$ cat src/rtl/seq_divider8_pkg.sv
// rtl/seq_divider8_pkg.sv - shared constants and state type for the sequential divider
package seq_divider8_pkg;

  // Operand/result width; the divider runs one iteration per bit
  localparam int DIV_WIDTH = 8;

  // Iteration counter width
  localparam int DIV_CNT_W = $clog2(DIV_WIDTH);

  // Quotient reported when the divisor is zero
  localparam logic [DIV_WIDTH-1:0] DBZ_QUOTIENT = '1;

  typedef enum logic [1:0] {
    ST_IDLE = 2'd0,
    ST_RUN  = 2'd1,
    ST_DONE = 2'd2
  } div_state_e;

endpackage

$ cat src/rtl/seq_divider8_div_step.sv
// rtl/seq_divider8_div_step.sv - one restoring-division step with a single shared subtractor
module seq_divider8_div_step #(
  parameter int W = 8
) (
  input  logic [W-1:0] r,
  input  logic         q_msb,
  input  logic [W-1:0] d,
  output logic [W-1:0] r_next,
  output logic         q_bit
);

  logic [W:0]   t;
  logic [W+1:0] diff;
  logic         borrow;

  // Partial remainder shifted left with the next dividend bit, compared at full
  // W+1 bit width; the extra top bit of diff is the exact borrow out.
  always_comb begin
    t      = {r, q_msb};
    diff   = {1'b0, t} - {2'b00, d};
    borrow = diff[W+1];
    q_bit  = ~borrow;
    r_next = borrow ? t[W-1:0] : diff[W-1:0];
  end

endmodule

$ cat src/rtl/seq_divider8.sv
// rtl/seq_divider8.sv - sequential unsigned restoring divider with start/busy/done handshake
module seq_divider8
  import seq_divider8_pkg::*;
(
  input  logic                 clk,
  input  logic                 rst_n,
  input  logic                 start,
  input  logic [DIV_WIDTH-1:0] dividend,
  input  logic [DIV_WIDTH-1:0] divisor,
  output logic                 busy,
  output logic                 done,
  output logic [DIV_WIDTH-1:0] quotient,
  output logic [DIV_WIDTH-1:0] remainder,
  output logic                 div_by_zero
);

  localparam int WIDTH = DIV_WIDTH;
  localparam logic [DIV_CNT_W-1:0] LAST_STEP = DIV_CNT_W'(WIDTH - 1);

  div_state_e           state_q, state_d;
  logic [DIV_CNT_W-1:0] cnt_q, cnt_d;
  logic [WIDTH-1:0]     r_q, r_d;
  logic [WIDTH-1:0]     q_q, q_d;
  logic [WIDTH-1:0]     d_q, d_d;
  logic [WIDTH-1:0]     quotient_q, quotient_d;
  logic [WIDTH-1:0]     remainder_q, remainder_d;
  logic                 dbz_q, dbz_d;

  logic [WIDTH-1:0]     step_r;
  logic                 step_qbit;
  logic [WIDTH-1:0]     step_q;

  seq_divider8_div_step #(.W(WIDTH)) u_step (
    .r      (r_q),
    .q_msb  (q_q[WIDTH-1]),
    .d      (d_q),
    .r_next (step_r),
    .q_bit  (step_qbit)
  );

  assign step_q = {q_q[WIDTH-2:0], step_qbit};

  // Next-state logic: accept start in IDLE/DONE, iterate in RUN, publish results on DONE entry
  always_comb begin
    state_d     = state_q;
    cnt_d       = cnt_q;
    r_d         = r_q;
    q_d         = q_q;
    d_d         = d_q;
    quotient_d  = quotient_q;
    remainder_d = remainder_q;
    dbz_d       = dbz_q;
    case (state_q)
      ST_IDLE, ST_DONE: begin
        state_d = ST_IDLE;
        if (start) begin
          if (divisor != '0) begin
            d_d     = divisor;
            q_d     = dividend;
            r_d     = '0;
            cnt_d   = '0;
            state_d = ST_RUN;
          end else begin
            quotient_d  = DBZ_QUOTIENT;
            remainder_d = dividend;
            dbz_d       = 1'b1;
            state_d     = ST_DONE;
          end
        end
      end
      ST_RUN: begin
        r_d   = step_r;
        q_d   = step_q;
        cnt_d = cnt_q + DIV_CNT_W'(1);
        if (cnt_q == LAST_STEP) begin
          quotient_d  = step_q;
          remainder_d = step_r;
          dbz_d       = 1'b0;
          state_d     = ST_DONE;
        end
      end
      default: state_d = ST_IDLE;
    endcase
  end

  // State and datapath registers; asynchronous reset discards any in-flight operation
  always_ff @(posedge clk or negedge rst_n) begin
    if (!rst_n) begin
      state_q     <= ST_IDLE;
      cnt_q       <= '0;
      r_q         <= '0;
      q_q         <= '0;
      d_q         <= '0;
      quotient_q  <= '0;
      remainder_q <= '0;
      dbz_q       <= 1'b0;
    end else begin
      state_q     <= state_d;
      cnt_q       <= cnt_d;
      r_q         <= r_d;
      q_q         <= q_d;
      d_q         <= d_d;
      quotient_q  <= quotient_d;
      remainder_q <= remainder_d;
      dbz_q       <= dbz_d;
    end
  end

  assign busy        = (state_q == ST_RUN);
  assign done        = (state_q == ST_DONE);
  assign quotient    = quotient_q;
  assign remainder   = remainder_q;
  assign div_by_zero = dbz_q;

endmodule

$ cat config.mk
export PLATFORM = sky130hd
export DESIGN_NAME = seq_divider8
export DESIGN_NICKNAME = d
export VERILOG_FILES = /design/src/rtl/seq_divider8_pkg.sv /design/src/rtl/seq_divider8_div_step.sv /design/src/rtl/seq_divider8.sv
export SDC_FILE = /design/constraint.sdc
export NUM_CORES = 1
export LEC_CHECK = 0
export BUFFER_PORTS_ARGS = -buffer_cell sky130_fd_sc_hd__buf_2
export CORE_MARGIN = 4
export CORE_UTILIZATION = 51
export DETAILED_ROUTE_END_ITERATION = 10
export GPL_TIMING_DRIVEN = 0
export HOLD_SLACK_MARGIN = 0.15
export PLACE_DENSITY = 0.7
export RECOVER_POWER = 50
export SYNTH_ARGS = -nofsm -noshare
export SYNTH_HDL_FRONTEND = slang
export SYNTH_SLANG_ARGS = --single-unit
$ cat constraint.sdc
create_clock -name clk -period 5.3 [get_ports clk]
set_input_delay 0.53 -clock clk [delete_from_list [all_inputs] [get_ports clk]]
set_output_delay 0.53 -clock clk [all_outputs]
set_load 0.03 [all_outputs]
==> flow_summary.toml, run 1 <==
[power]
ir_drop_uv = 356.0
p_leak_uw = 0.001212
powerDensity_nw_per_um2 = 789.0
total_power_uw = 2180

[timing]
tightest_slew_ns = 2.448
finalHoldViolCount = 0
drv_slew = 47
skew_ns = 0.008020
period_share_pct = 46.76
relSlewSlack_pct = -63.20
fin_crit_ns = 2.478
fin_tns_setup_ns = 0
finalSetupViolCount = 0
rsz0062_at_grt = "no"
max_freq_mhz = 403.5

[cells_and_area]
nets = 325
antenna_cells = 0
fin_cells = 348
syn2layout_area_growth_pct = 15.97
stdcell_area_um2 = 2763
drive_gt1_share_pct = 14.53
fillers = 393

[yosys]
synth_area_um2 = 2382
synthFlopType = "dfrtp_1"
synth_fp_nets = 281
syn_inst = 251
synth-async-reset-ratio_pct = 100.0
synth_seq_area_share_pct = 48.32
synth_top_cell_area_share_pct = 48.32
yosysWarningCount = 0
synth_area_leaders = "dfrtp_1, mux2i_1, ha_1"
avgSynthCellArea_um2 = 9.491
ys_ff_latch = 46
synthTopCellsByCount = "dfrtp_1, nor2_1, nand2_1"
yosysTopAreaCell = "dfrtp_1"
synth.distinct_cells = 41
synth_edf_count = 0
yosysMostFrequentCell = "dfrtp_1"

[placed_design]
dp_hpwl_mm = 4.089
place_inst = 340
gp_congestion = 0.8025
portBuffers = 37
dpl_cell_area_um2 = 2633

[route]
drt_first_pass_iters = 4
viasPerCell = 5.672
routed_wl_mm = 5.600
drt_iter0_drc = 94
postRouteAntennaNets = 0
drc = 0
vias = 1974
wl_per_cell_um = 16.09

[setup_path]
path_max_fanout = 8
critical_path.startpoint_type = "register"
crit_required_ns = 5.51
r2r-start = "r_q[3]"
arrival_ns = 2.69
path_class = "reg2reg"
startpoint = "r_q[3]"
critPathCaptureType = "register"

[clock_tree]
cts_tree = "done"
clk_pin_slew_ns = 0.09
clkSinkCount = 46
cts_resized = 0
root_buffer = "clkbuf_8"
cts_max_level = 2
post_cts_buffers = 0
cts_hold_buf = 0
cts-buffers-inserted = 5
cts_buffer_depth = 2
clk_latency_ns = 0.30

[hold_path]
hp-class = "in2reg"
min_from = "divisor[5]"

[floorplanning]
row_count = 24
die-height_um = 76.35
core_area_um2 = 4444
ioPinCount = 38
dieWidth_um = 76.35
start_util_pct = 53.60
die_area_um2 = 5829

[grt]
grt.overflow.total = 0
grt_pass1_wl_mm = 9.956
grt_usage_pct = 21.07
antenna_found_initial = 0
grt_pass1_vias = 2070
grt_max_degree = 47

[run_status]
violations = "capacitance limit, slew limit"
status = "finished with violations"

[run]
cap_violations = 1
layout make-up:
type / count / area, um2 / area share (%)
well taps: 52 / 65.06 / 2.355
multi-input cells: 180 / 1136 / 41.12
clock buffers: 6 / 82.58 / 2.989
flip-flops and latches: 46 / 1151 / 41.67
plain buffers: 11 / 42.54 / 1.540
inverters: 14 / 52.55 / 1.902
clock inverters: 2 / 60.06 / 2.174
repair buffers: 37 / 172.7 / 6.250
report_power, final:
group          total (uW)  internal [uW]  switching [uW]  leakage, uW
clock                 323            201             121    0.0000714
combinational        1240            459             785     0.000624
sequential            613            518            94.9     0.000516
critical path, stage by stage, from the launching register on:
cell	delay [ns]
dfrtp_1	0.42
ha_1	0.40
a21oi_1	0.25
o221ai_1	0.26
nor2_2	0.45
mux2_4	0.36
a221oi_2	0.26
final timing paths:
check	to	slack, ns	cells after the start
worst max-delay path	remainder[0]	2.82	6
worst min-delay path	d_q[5]	0.45	3
worst max register to register	remainder[0]	2.82	6
worst min register to register	div_by_zero	0.48	2
max in group asynchronous	quotient[4]	2.94	1
min in group asynchronous	d_q[5]	0.96	1
state kept, by name (all words and copies together), names as in the netlist:
register,cells
cnt_q,3
d_q,8
div_by_zero,1
q_q,8
quotient,8
r_q,8
remainder,8
state_q,2
per-layer routing:
metal	GRT usage, %	up-vias	share of wire, %
met1	27.54	950	46
met5	0	-	0
li1	-	970	-
met2	35.59	46	48
met3	4.255	8	4.3
met4	5.797	0	1.6
cell families (layout without fill, tap and decap cells):
family | count (synthesis) | after routing | synth area share (%)
simple gates | 88 | 88 | 16.96
compound gates | 64 | 64 | 17.33
flops | 46 | 46 | 48.32
buf+inv | 25 | 70 | 3.991
mux | 15 | 15 | 6.565
fa+ha+maj | 11 | 11 | 6.092
xor+xnor | 2 | 2 | 0.7354
through the flow:
stage          hold slack (ns)  setup slack (ns)  utilization (%)
4_1_cts                 0.4227             2.822            62.44
5_1_grt                 0.4558             2.429            62.16
2_1_floorplan           0.2344             3.123                -
3_3_place_gp            0.4582             2.855            59.23
3_5_place_dp            0.4662             2.826            59.23
6_report                0.4459             2.822            62.16
cells in the final DEF, fill, tap and decap left out, types with 2 or more instances in the layout:
cell	instances
a21oi_1	24
a221oi_1	5
a31oi_1	2
and2_1	2
buf_2	28
bufinv_16	2
clkbuf_1	19
clkbuf_8	6
dfrtp_1	46
ha_1	10
inv_1	13
mux2i_1	13
nand2_1	28
nand3_1	5
nand3b_1	3
nor2_1	31
nor2b_1	5
nor3_1	6
nor3b_1	2
nor4_1	2
o211ai_1	2
o21ai_0	16
o22ai_1	5
xnor2_1	2
Note: power is estimated with default switching activity, not from simulation.
==> run 2, diff against run 1 <==
clock period = 2.55 ns   (was 5.3 ns; I/O delays follow)
==> run 2 against run 1 <==
Effect of this change: the run now ends clean; hold slack lost 0.28 ns; register-to-register slack got worse by 2.7 ns; clock power grew 110%; power increased by 110%; critical path type unchanged.
==> flow_summary.toml, run 2 (same netlist as run 1, synthesis figures left out) <==
[floorplanning]
row_count = 24
ioPinCount = 38
core_area_um2 = 4444
dieWidth_um = 76.35
die-height_um = 76.35
start_util_pct = 53.60
die_area_um2 = 5829

[clock_tree]
cts_buffer_depth = 2
clk_latency_ns = 0.30
clk_pin_slew_ns = 0.09
root_buffer = "clkbuf_8"
cts_tree = "done"
cts-buffers-inserted = 5
cts_max_level = 2
clkSinkCount = 46

[route]
drt_iter0_drc = 76
drc = 0
vias = 1983
wl_met2_mm = 2.748
met3_length_um = 219
drt-met1-wl_mm = 2.605
viasPerCell = 5.682
routed_wl_mm = 5.662
wl_per_cell_um = 16.22
dr.max_layer_used = "met4"
drt_first_pass_iters = 4
postRouteAntennaNets = 0

[cells_and_area]
stdcell_area_um2 = 2768
final_util_pct = 62.27
syn2layout_area_growth_pct = 16.18
drive_gt1_share_pct = 11.78
antenna_cells = 0
final_common_cell = "dfrtp_1"
nets = 326
layout_common_cells = "dfrtp_1, nor2_1, nand2_1"

[grt]
grt_max_degree = 47
grt_pass1_vias = 2073
grt_usage_pct = 21.10
grt_pass1_wl_mm = 9.970
antenna_found_initial = 0
grt.overflow.total = 0

[setup_path]
critPathCaptureType = "register"
cpPeakStageDelay_ns = 0.42
slowest_stage = "dfrtp_1"
critical_path.startpoint_type = "register"
path_max_fanout = 8
crit_chain = "ha_1 -> a21oi_1 -> o221ai_1 -> nor2_4 -> mux2_4 -> a221oi_2"
path_class = "reg2reg"
crit_required_ns = 2.76
rr_worst_depth = 6
arrival_ns = 2.61

[placed_design]
gp_congestion = 0.8025
portBuffers = 37
dpl_cell_area_um2 = 2633
dp_hpwl_mm = 4.089

[power]
powerDensity_nw_per_um2 = 1637
ir_drop_uv = 720.6
total_power_uw = 4532
p_leak_uw = 0.001201

[timing]
period_share_pct = 94.29
finalHoldViolCount = 0
drv_slew = 0
max_freq_mhz = 415.9
tightest_slew_ns = 1.127
finalSetupViolCount = 0
fin_crit_ns = 2.404
skew_ns = 0.007891
relSlewSlack_pct = 24.85
hold_ws_ns = 0.1702

[hold_path]
whs_path_depth = 3
hp-class = "in2reg"

[run_status]
status = "finished clean"

[run]
cap_violations = 0
## run 2: cell types whose count changed in the layout (fill, tap and decap cells not counted), sizes merged
| cell | previous run | this run |
|---|---|---|
| clkbuf | 25 | 34 |
| dlygate4sd3 | 0 | 1 |
| buf | 29 | 20 |
## run 2: timing repair
action,in CTS,in global routing
hold buffers,1,0
setup endpoints to repair,0,4
gates resized for setup,0,1
hold endpoints to repair,2,0
setup buffers,0,0
## run 2: layout make-up
cell class | count | area (um2)
clock buffer | 6 | 82.58
sequential | 46 | 1151
fill | 401 | 1677
clock inverter | 2 | 60.06
inverter | 14 | 52.55
buffer | 11 | 42.54
timing repair buffer | 38 | 172.7
multi-input combinational | 180 | 1141
tap | 52 | 65.06
## run 2: per-stage QoR
| step | std cells | setup TNS (ns) | setup WS [ns] |
|---|---|---|---|
| 2_1_floorplan | 251 | 0 | 0.3728 |
| 3_3_place_gp | 340 | 0 | 0.1311 |
| 3_5_place_dp | 340 | 0 | 0.1277 |
| 4_1_cts | 349 | 0 | 0.07197 |
| 5_1_grt | 349 | -0.0002311 | -0.0002311 |
| 6_report | 349 | 0 | 0.1457 |
## run 2: path summary, 6_finish.rpt
check	endpoint	startpoint	slack [ns]
worst max-delay path	remainder[0]	r_q[5]	0.15
worst min-delay path	d_q[5]	divisor[5]	0.17
worst max register to register	remainder[0]	r_q[5]	0.15
worst min register to register	div_by_zero	div_by_zero	0.48
max in group asynchronous	cnt_q[2]	rst_n	1.15
min in group asynchronous	d_q[5]	rst_n	0.70
## run 2: metal layers
metal,global-route usage [%],vias up
li1,-,969
met1,27.54,962
met2,35.59,44
met3,4.374,8
met4,5.797,0
met5,0,-
## run 2: report_power, final
group          switching, uW  total [uW]  internal, uW
Clock                    253         671           418
Combinational           1640        2590           945
Sequential               198        1270          1080
Total                   2090        4530          2440
## run 2: worst max-delay path, delay by kind of cell (launching register included)
kind                     cells  cell delay [ns]
AO/OA/AOI/OAI                3             0.79
adder cells (fa/ha/maj)      1             0.42
flip-flops                   1             0.42
multiplexers                 1             0.34
AND/OR/NAND/NOR              1             0.34
